**src/rtl/imm_ext_pkg.sv**
```systemverilog
// Shared constants for the pipelined immediate extender: class codes,
// instruction-field positions and the input immediate width.
package imm_ext_pkg;

    localparam int CTRL_W   = 3;
    localparam int IMM_IN_W = 26;

    localparam logic [CTRL_W-1:0] IMM_I  = 3'b000;
    localparam logic [CTRL_W-1:0] IMM_D  = 3'b001;
    localparam logic [CTRL_W-1:0] IMM_B  = 3'b010;
    localparam logic [CTRL_W-1:0] IMM_CB = 3'b011;
    localparam logic [CTRL_W-1:0] IMM_IW = 3'b100;

    // I class: imm12 field and the add/sub shift-by-12 bit
    localparam int I_LSB    = 10;
    localparam int I_MSB    = 21;
    localparam int I_SH_BIT = 22;

    // D class: 9-bit signed offset
    localparam int D_LSB = 12;
    localparam int D_MSB = 20;

    // CB class: 19-bit signed word offset
    localparam int CB_LSB = 5;
    localparam int CB_MSB = 23;

    // IW class: 16-bit immediate and 2-bit halfword select
    localparam int IW_LSB    = 5;
    localparam int IW_MSB    = 20;
    localparam int IW_HW_LSB = 21;
    localparam int IW_HW_MSB = 22;

endpackage

```
**src/rtl/imm_ext_core.sv**
```systemverilog
// Combinational immediate extender: class code + instruction bits [25:0]
// in, DATA_W-wide extended immediate and an error flag out.
// DATA_W must be 32 or 64.
// Optional macro IMM_ADDSUB_SH12_EN: when defined, the I class honours the
// sh bit and shifts imm12 left by 12.
module imm_ext_core
    import imm_ext_pkg::*;
#(
    parameter int DATA_W = 64
) (
    input  logic [CTRL_W-1:0]   ctrl_i,
    input  logic [IMM_IN_W-1:0] imm_i,
    output logic [DATA_W-1:0]   result_o,
    output logic                err_o
);

    logic [1:0] iw_hw;

    assign iw_hw = imm_i[IW_HW_MSB:IW_HW_LSB];

    // Decode the class and build the extended value; illegal classes give 0 with err
    always_comb begin
        result_o = '0;
        err_o    = 1'b0;
        case (ctrl_i)
            IMM_I: begin
`ifdef IMM_ADDSUB_SH12_EN
                if (imm_i[I_SH_BIT]) begin
                    result_o = DATA_W'({imm_i[I_MSB:I_LSB], 12'b0});
                end else begin
                    result_o = DATA_W'(imm_i[I_MSB:I_LSB]);
                end
`else
                result_o = DATA_W'(imm_i[I_MSB:I_LSB]);
`endif
            end
            IMM_D:  result_o = DATA_W'($signed(imm_i[D_MSB:D_LSB]));
            IMM_B:  result_o = DATA_W'($signed({imm_i, 2'b00}));
            IMM_CB: result_o = DATA_W'($signed({imm_i[CB_MSB:CB_LSB], 2'b00}));
            IMM_IW: begin
                // A 32-bit datapath cannot place the halfword at bit 32 or 48
                if (DATA_W == 32 && iw_hw[1]) begin
                    err_o = 1'b1;
                end else begin
                    result_o = DATA_W'(imm_i[IW_MSB:IW_LSB]) << {iw_hw, 4'b0000};
                end
            end
            default: err_o = 1'b1;
        endcase
    end

endmodule

```
**src/rtl/imm_extend_pipe.sv**
```systemverilog
// Two-stage pipelined immediate extender with valid/ready on both sides
// and a synchronous flush. S1 registers the raw request, S2 registers the
// extended result and drives the outputs directly, so outputs hold while
// the consumer stalls.
// Optional macro IMM_ADDSUB_SH12_EN (passed through to imm_ext_core).
module imm_extend_pipe
    import imm_ext_pkg::*;
#(
    parameter int DATA_W = 64,
    parameter int TAG_W  = 5
) (
    input  logic                CLK,
    input  logic                resetl,
    input  logic                in_valid,
    output logic                in_ready,
    input  logic [CTRL_W-1:0]   in_ctrl,
    input  logic [IMM_IN_W-1:0] in_imm,
    input  logic [TAG_W-1:0]    in_tag,
    input  logic                flush,
    output logic                out_valid,
    input  logic                out_ready,
    output logic [DATA_W-1:0]   out_imm,
    output logic [TAG_W-1:0]    out_tag,
    output logic                out_err
);

    logic                s1_valid_q, s1_valid_d;
    logic [CTRL_W-1:0]   s1_ctrl_q,  s1_ctrl_d;
    logic [IMM_IN_W-1:0] s1_imm_q,   s1_imm_d;
    logic [TAG_W-1:0]    s1_tag_q,   s1_tag_d;

    logic                s2_valid_q, s2_valid_d;
    logic [DATA_W-1:0]   s2_imm_q,   s2_imm_d;
    logic [TAG_W-1:0]    s2_tag_q,   s2_tag_d;
    logic                s2_err_q,   s2_err_d;

    logic                s2_adv;
    logic                s1_adv;
    logic                s1_free;
    logic                accept;
    logic [DATA_W-1:0]   core_imm;
    logic                core_err;

    imm_ext_core #(
        .DATA_W (DATA_W)
    ) u_core (
        .ctrl_i   (s1_ctrl_q),
        .imm_i    (s1_imm_q),
        .result_o (core_imm),
        .err_o    (core_err)
    );

    // Handshake: S2 can take new data when empty or draining; S1 when empty or moving on
    always_comb begin
        s2_adv   = !s2_valid_q || out_ready;
        s1_adv   = s1_valid_q && s2_adv;
        s1_free  = !s1_valid_q || s2_adv;
        in_ready = s1_free && !flush;
        accept   = in_valid && in_ready;
    end

    // Next-state for both stages; flush squashes valids regardless of backpressure
    always_comb begin
        s1_valid_d = s1_valid_q;
        s1_ctrl_d  = s1_ctrl_q;
        s1_imm_d   = s1_imm_q;
        s1_tag_d   = s1_tag_q;
        s2_valid_d = s2_valid_q;
        s2_imm_d   = s2_imm_q;
        s2_tag_d   = s2_tag_q;
        s2_err_d   = s2_err_q;

        if (s1_free) begin
            s1_valid_d = accept;
        end
        if (accept) begin
            s1_ctrl_d = in_ctrl;
            s1_imm_d  = in_imm;
            s1_tag_d  = in_tag;
        end

        if (s2_adv) begin
            s2_valid_d = s1_valid_q;
        end
        if (s1_adv) begin
            s2_imm_d = core_imm;
            s2_tag_d = s1_tag_q;
            s2_err_d = core_err;
        end

        if (flush) begin
            s1_valid_d = 1'b0;
            s2_valid_d = 1'b0;
        end
    end

    // Stage registers, cleared asynchronously
    always_ff @(posedge CLK or negedge resetl) begin
        if (!resetl) begin
            s1_valid_q <= 1'b0;
            s1_ctrl_q  <= '0;
            s1_imm_q   <= '0;
            s1_tag_q   <= '0;
            s2_valid_q <= 1'b0;
            s2_imm_q   <= '0;
            s2_tag_q   <= '0;
            s2_err_q   <= 1'b0;
        end else begin
            s1_valid_q <= s1_valid_d;
            s1_ctrl_q  <= s1_ctrl_d;
            s1_imm_q   <= s1_imm_d;
            s1_tag_q   <= s1_tag_d;
            s2_valid_q <= s2_valid_d;
            s2_imm_q   <= s2_imm_d;
            s2_tag_q   <= s2_tag_d;
            s2_err_q   <= s2_err_d;
        end
    end

    assign out_valid = s2_valid_q;
    assign out_imm   = s2_imm_q;
    assign out_tag   = s2_tag_q;
    assign out_err   = s2_err_q;

endmodule

```
**config.mk**
```make
export PLATFORM = sky130hd
export DESIGN_NAME = imm_extend_pipe
export DESIGN_NICKNAME = d
export VERILOG_FILES = /design/src/rtl/imm_ext_pkg.sv /design/src/rtl/imm_ext_core.sv /design/src/rtl/imm_extend_pipe.sv
export SDC_FILE = /design/constraint.sdc
export NUM_CORES = 1
export LEC_CHECK = 0
export BUFFER_PORTS_ARGS = -buffer_cell sky130_fd_sc_hd__buf_2
export CORE_MARGIN = 10
export CORE_UTILIZATION = 54
export DETAILED_ROUTE_END_ITERATION = 6
export GPL_TIMING_DRIVEN = 1
export PLACE_DENSITY = 0.8
export SLEW_MARGIN = 15
export SYNTH_ARGS = -nofsm -noshare
export SYNTH_HDL_FRONTEND = slang
export SYNTH_SLANG_ARGS = --single-unit
```
**constraint.sdc**
```tcl
create_clock -name CLK -period 2.15 [get_ports CLK]
set_input_delay 0.1075 -clock CLK [delete_from_list [all_inputs] [get_ports CLK]]
set_output_delay 0.1075 -clock CLK [all_outputs]
set_load 0.01 [all_outputs]
```
* Word level (Yosys, flattened, before mapping) *
Index checks and enable logic that the tools add are counted.

word-level totals
  bits in registers = 106
  bits of input ports = 39
  output and inout bits = 72
  word-level logic and storage cells = 31

cells by class
  eq/ne operators = 4
  shift operators = 1
  mux-type cells = 6
  reduce and logical (&&, ||, !) cells = 12

operator list
  cell                count
  $pmux 64 s5         1
  $shl 16x6->64       1
  $eq 3x2->1 const B  2
  $mux 1              5
  $reduce_or 5->1     1
  $reduce_bool 2->1   2
  $eq 3x1->1 const B  1
  $eq 3x3->1 const B  1
  $logic_and 1x1->1   3
  $logic_not 1->1     3
  $logic_not 3->1     1
  $logic_or 1x1->1    2

* Logic depth before layout (Yosys ltp) *
  depth in word-level cells = 7
  gate-level depth with buffers = 7
  gate-level depth less buffers = 4

* Hierarchy *
Synthesis repeated with hierarchy kept, for this count alone.

unflattened totals
  cell total of the unflattened synthesis = 380
  area, all modules = 5156.2 µm²

by module, submodules not included
  module           times used  cells an instance  area each (µm²)  sequential area each (µm²)
  imm_extend_pipe  1           229                3953.8           2652.5
  imm_ext_core     1           151                1202.4           0.0

* Worst setup path before layout *
OpenSTA, ideal clock, no wires.

  kind = reg-to-reg
  start = register s2_valid_q (netlist: out_valid)
  end = register s1_imm_q[0]
  setup time = 128 ps
  arrival time = 1505 ps
  data required time = 2022 ps
  path slack = 517 ps
  cell stages (with the launch flop) = 6
  buffers on the path = 1
  period minus slack after synthesis = 1633 ps
  cells stage by stage = dfrtp_1 and2b_1 a21oi_2 nand2_2 buf_2 mux2_1

on the way
  word-level cells in the longest chain between the ends = 5

RTL lines
  element                   RTL line                RTL
  start: declaration        imm_extend_pipe.sv:32   logic s2_valid_q, s2_valid_d;
  start signal: assignment  imm_extend_pipe.sv:113  s2_valid_q <= s2_valid_d;
  $logic_not 1->1           imm_extend_pipe.sv:55   s2_adv = !s2_valid_q || out_ready;
  $logic_or 1x1->1          imm_extend_pipe.sv:55
  $logic_or 1x1->1          imm_extend_pipe.sv:57   s1_free = !s1_valid_q || s2_adv;
  $logic_and 1x1->1         imm_extend_pipe.sv:58   in_ready = s1_free && !flush;
  named net in_ready        imm_extend_pipe.sv:15   output logic in_ready,
  $logic_and 1x1->1         imm_extend_pipe.sv:59   accept = in_valid && in_ready;
  end signal: assignment    imm_extend_pipe.sv:111  s1_imm_q <= s1_imm_d;
  end: declaration          imm_extend_pipe.sv:29   logic [IMM_IN_W-1:0] s1_imm_q, s1_imm_d;

The timed path passes the listed nets, and every way through them passes these cells.
A chain may end at the register's enable or synchronous reset.

* Final worst setup path *
  start = register s1_ctrl_q[0]
  end = register s2_imm_q[1] (netlist: out_imm[1])

on the way
  word-level cells in the longest chain between the ends = 2
  elaborated cells on any way between the ends = 6
  classes of those cells = eq/ne (4); mux (1); reduce/logical (1)

RTL lines
  element                                   RTL line                RTL
  start: declaration                        imm_extend_pipe.sv:28   logic [CTRL_W-1:0] s1_ctrl_q, s1_ctrl_d;
  start signal: assignment                  imm_extend_pipe.sv:110  s1_ctrl_q <= s1_ctrl_d;
  $eq 3x3->1, or another cell as far along  imm_ext_core.sv:25      case (ctrl_i)
  $pmux 64 s5 (*)                           imm_ext_core.sv:25
  end signal: assignment                    imm_extend_pipe.sv:114  s2_imm_q <= s2_imm_d;
  end: declaration                          imm_extend_pipe.sv:33   logic [DATA_W-1:0] s2_imm_q, s2_imm_d;

Mark *: on every way between the ends. The rest lies on a longest branch, timed or not.

==> out/metrics.csv <==
stage;metric;value;unit
sta;RSZ-0062 raised after global routing;false;
drt;Routed WL per cell;21.5;µm
logic_synthesis;syn nets;425;
power;Comb power frac;27.2;%
global_routing;Total Routing Usage GR;20.8;%
floorplanning;io pins;111;
sta;Setup WS post-layout;0.209;ns
sta;final worst path period need;1.94;ns
logic_synthesis;Yosys cell types;39;
drt;drt pass-1 iters;5;
finish;layout cell share with drive strength beyond 1;33.5;%
setup_path;crit path kind;reg -> reg;
clock_network;CTS tree;yes;
placed_design;global placement routability congestion;0.891;
setup_path;CP Capture Type;flop;
sta;fin crit share;90.3;%
sta;Final Hold Fails;0;
power;NetSw;0.00185;W
drt;met2 wire length;6830;µm
outcome;outcome;finished, final reports clean;
power;register share of total power;49.9;%
power;Clk pwr share;22.9;%
placed_design;Port Buffer Count;110;
drt;vias per std cell;6.06;
floorplanning;core area;8680;µm²
finish;Util after Layout;68.7;%
sta;f_max;0.515;GHz
power;worst vdd ir;400;µV
clock_network;Max clock buf depth;2;
clock_network;root buf cell;clkbuf_8;
drt;DR WL met3;1030;µm
drt;Vias;3840;
setup_path;Crit path arrival time;2.26;ns
clock_network;Worst-path clk slew;0.10;ns
clock_network;Sinks on Clock Net;106;
sta;clock skew;0.0146;ns
floorplanning;DIE AREA;13000;µm²
finish;synth-to-layout area growth;24.4;%
floorplanning;Die W;114;µm
logic_synthesis;EDFF count, synth;0;
logic_synthesis;FFs w/ async S/R, synth;100;%
finish;antenna diode count;0;
drt;first-iteration detailed-routing DRC count;334;
logic_synthesis;Synth Register Bits;106;
sta;setup_tns;0;ns
power;leakage;2.95;nW
global_routing;grt ovf;0;
global_routing;vias in the first global route;3925;
clock_network;CTS buffer count;9;
run;max cap viols;0;
setup_path;startpoint types;flop;
worst_hold_path;HP Class;in -> reg;
logic_synthesis;Mapped Area;4790;µm²
logic_synthesis;Syn Area/Cell;12.4;µm²
logic_synthesis;Syn. warnings;0;
drt;drt drc;0;
global_routing;largest net degree at the start of global routing;47;
clock_network;worst skew pair latency;0.38;ns
floorplanning;Die Span Y;114;µm
power;total power draw;0.00556;W
drt;DRT antenna net count;0;
finish;NumNets Final;560;
logic_synthesis;cells after synthesis;386;
placed_design;DP Worst Slack;0.255;ns
drt;Metal-1 WL;5450;µm
placed_design;HPWL Detailed;8950;µm
global_routing;first-pass GRT wire length;21600;µm
setup_path;required time of the critical path;2.46;ns
sta;final setup fails;0;
setup_path;CP max FO;22;
logic_synthesis;top_reg_cell synth;dfrtp_1;
sta;final slew viol count;0;
floorplanning;row count;34;
clock_network;# H-tree levels;3;
power;power per cell area;932;nW/µm²
drt;Top Metal Used;met4;
power;Internal;0.00371;W
drt;final WL;13600;µm
global_routing;initial antenna violation count;0;
power;Sw Share;33.3;%
sta;Hold WS;0.238;ns
logic_synthesis;Seq/Total Area, Yosys;55.3;%
clock_network;Setup Fix Bufs, Post-CTS;0;
floorplanning;Starting Density;55.2;%
setup_path;r2r setup slk;0.21;ns
sta;relative slew slack;56.8;%
sta;worst slew pin tran;0.645;ns
-- area by class of cell --
class	instances	area [µm²]
fill	649	2710
clock inverter	7	77.6
timing repair buffer	162	1070
inverter	4	15.0
tap	108	135
clock buffer	9	124
multi-input combinational	238	1890
sequential	106	2650
-- final timing paths --
path | start | to | cells after the start
worst max-delay path | s1_ctrl_q[0] | out_imm[1] | 4
worst min-delay path | out_ready | out_valid | 4
worst max register to register | s1_ctrl_q[0] | out_imm[1] | 4
worst min register to register | out_imm[5] | out_imm[5] | 2
max in group asynchronous | resetl | out_imm[30] | 3
min in group asynchronous | resetl | out_imm[58] | 2
-- layout by cell type (no fill, tap or decap), types with 4 or more instances in the layout --
master / Yosys / final
dfrtp_1: 106 / 106
nand3_1: 5 / 5
mux4_2: 9 / 9
o21ai_0: 7 / 7
dlygate4sd3_1: 0 / 37
a21oi_1: 15 / 15
clkbuf_8: 0 / 9
buf_4: 5 / 13
buf_2: 10 / 109
a2bb2oi_1: 6 / 6
nor2_1: 12 / 12
inv_1: 4 / 4
a221o_1: 36 / 36
o21ai_1: 5 / 5
mux2_2: 15 / 15
mux2_1: 24 / 24
a22oi_1: 17 / 17
and3_1: 4 / 4
nand2_1: 54 / 53
-- metal layers --
metal	vias to the layer above	track usage [%]
met5	-	0
met4	0	7.94
met3	28	4.87
met2	167	34.2
met1	1948	26.0
li1	1697	-
-- worst max-delay path, cell delays in order (launching register included) --
cell       delay (ns)
dfrtp_1          0.64
buf_4            0.36
nand2_1          0.12
a2111oi_0        0.58
a221o_1          0.19
-- state kept, by name, summed over array words and instances (netlist names) --
signal / cells
out_valid: 1
out_err: 1
out_tag: 5
s1_ctrl_q: 3
out_imm: 64
s1_tag_q: 5
s1_imm_q: 26
s1_valid_q: 1
-- metrics by stage --
stage               cells  cell area (µm²)
floorplan             386             4790
global placement      581             5390
detailed placement    581             5390
CTS                   634             5970
global route          634             5970
finish                634             5970
-- cells by family after synthesis --
kind of cell | Yosys count | synth area share, %
flops | 106 | 55.3
compound gates | 96 | 16.0
simple gates | 91 | 9.34
mux | 51 | 14.0
buf+inv | 42 | 5.35
-- power groups by stage --
stage | clock network, W | logic (W) | registers [W]
floorplan | 0 | 0.000776 | 0.00281
global placement | 0 | 0.00143 | 0.00278
detailed placement | 0 | 0.00147 | 0.00280
CTS | 0.00128 | 0.00152 | 0.00276
global route | 0.00136 | 0.00166 | 0.00282
finish | 0.00127 | 0.00151 | 0.00277
-- cell usage after synthesis, types with 2 or more instances --
master	instances	area, µm²
buf_4	5	37.5
a2111oi_0	2	17.5
mux4_2	9	203
mux2i_1	3	30.0
dfrtp_1	106	2650
nand2b_1	3	18.8
buf_2	10	50.1
o21ai_0	7	35.0
buf_6	9	101
nand3_1	5	25.0
a221o_1	36	360
o21ai_1	5	25.0
and4_4	2	22.5
a22oi_1	17	128
nor3b_2	2	25.0
a2bb2oi_1	6	52.6
a21oi_1	15	75.1
clkbuf_1	14	52.6
mux2_2	15	169
inv_1	4	15.0
nor2_1	12	45.0
mux2_1	24	270
a211o_1	3	26.3
and3_1	4	25.0
nand2_1	54	203
-- what timing repair did --
item	CTS	global route
hold buffers	37	0
endpoints found under the hold margin	80	0
resized for setup	0	0
No activity file was read; power rests on OpenSTA's default activity.
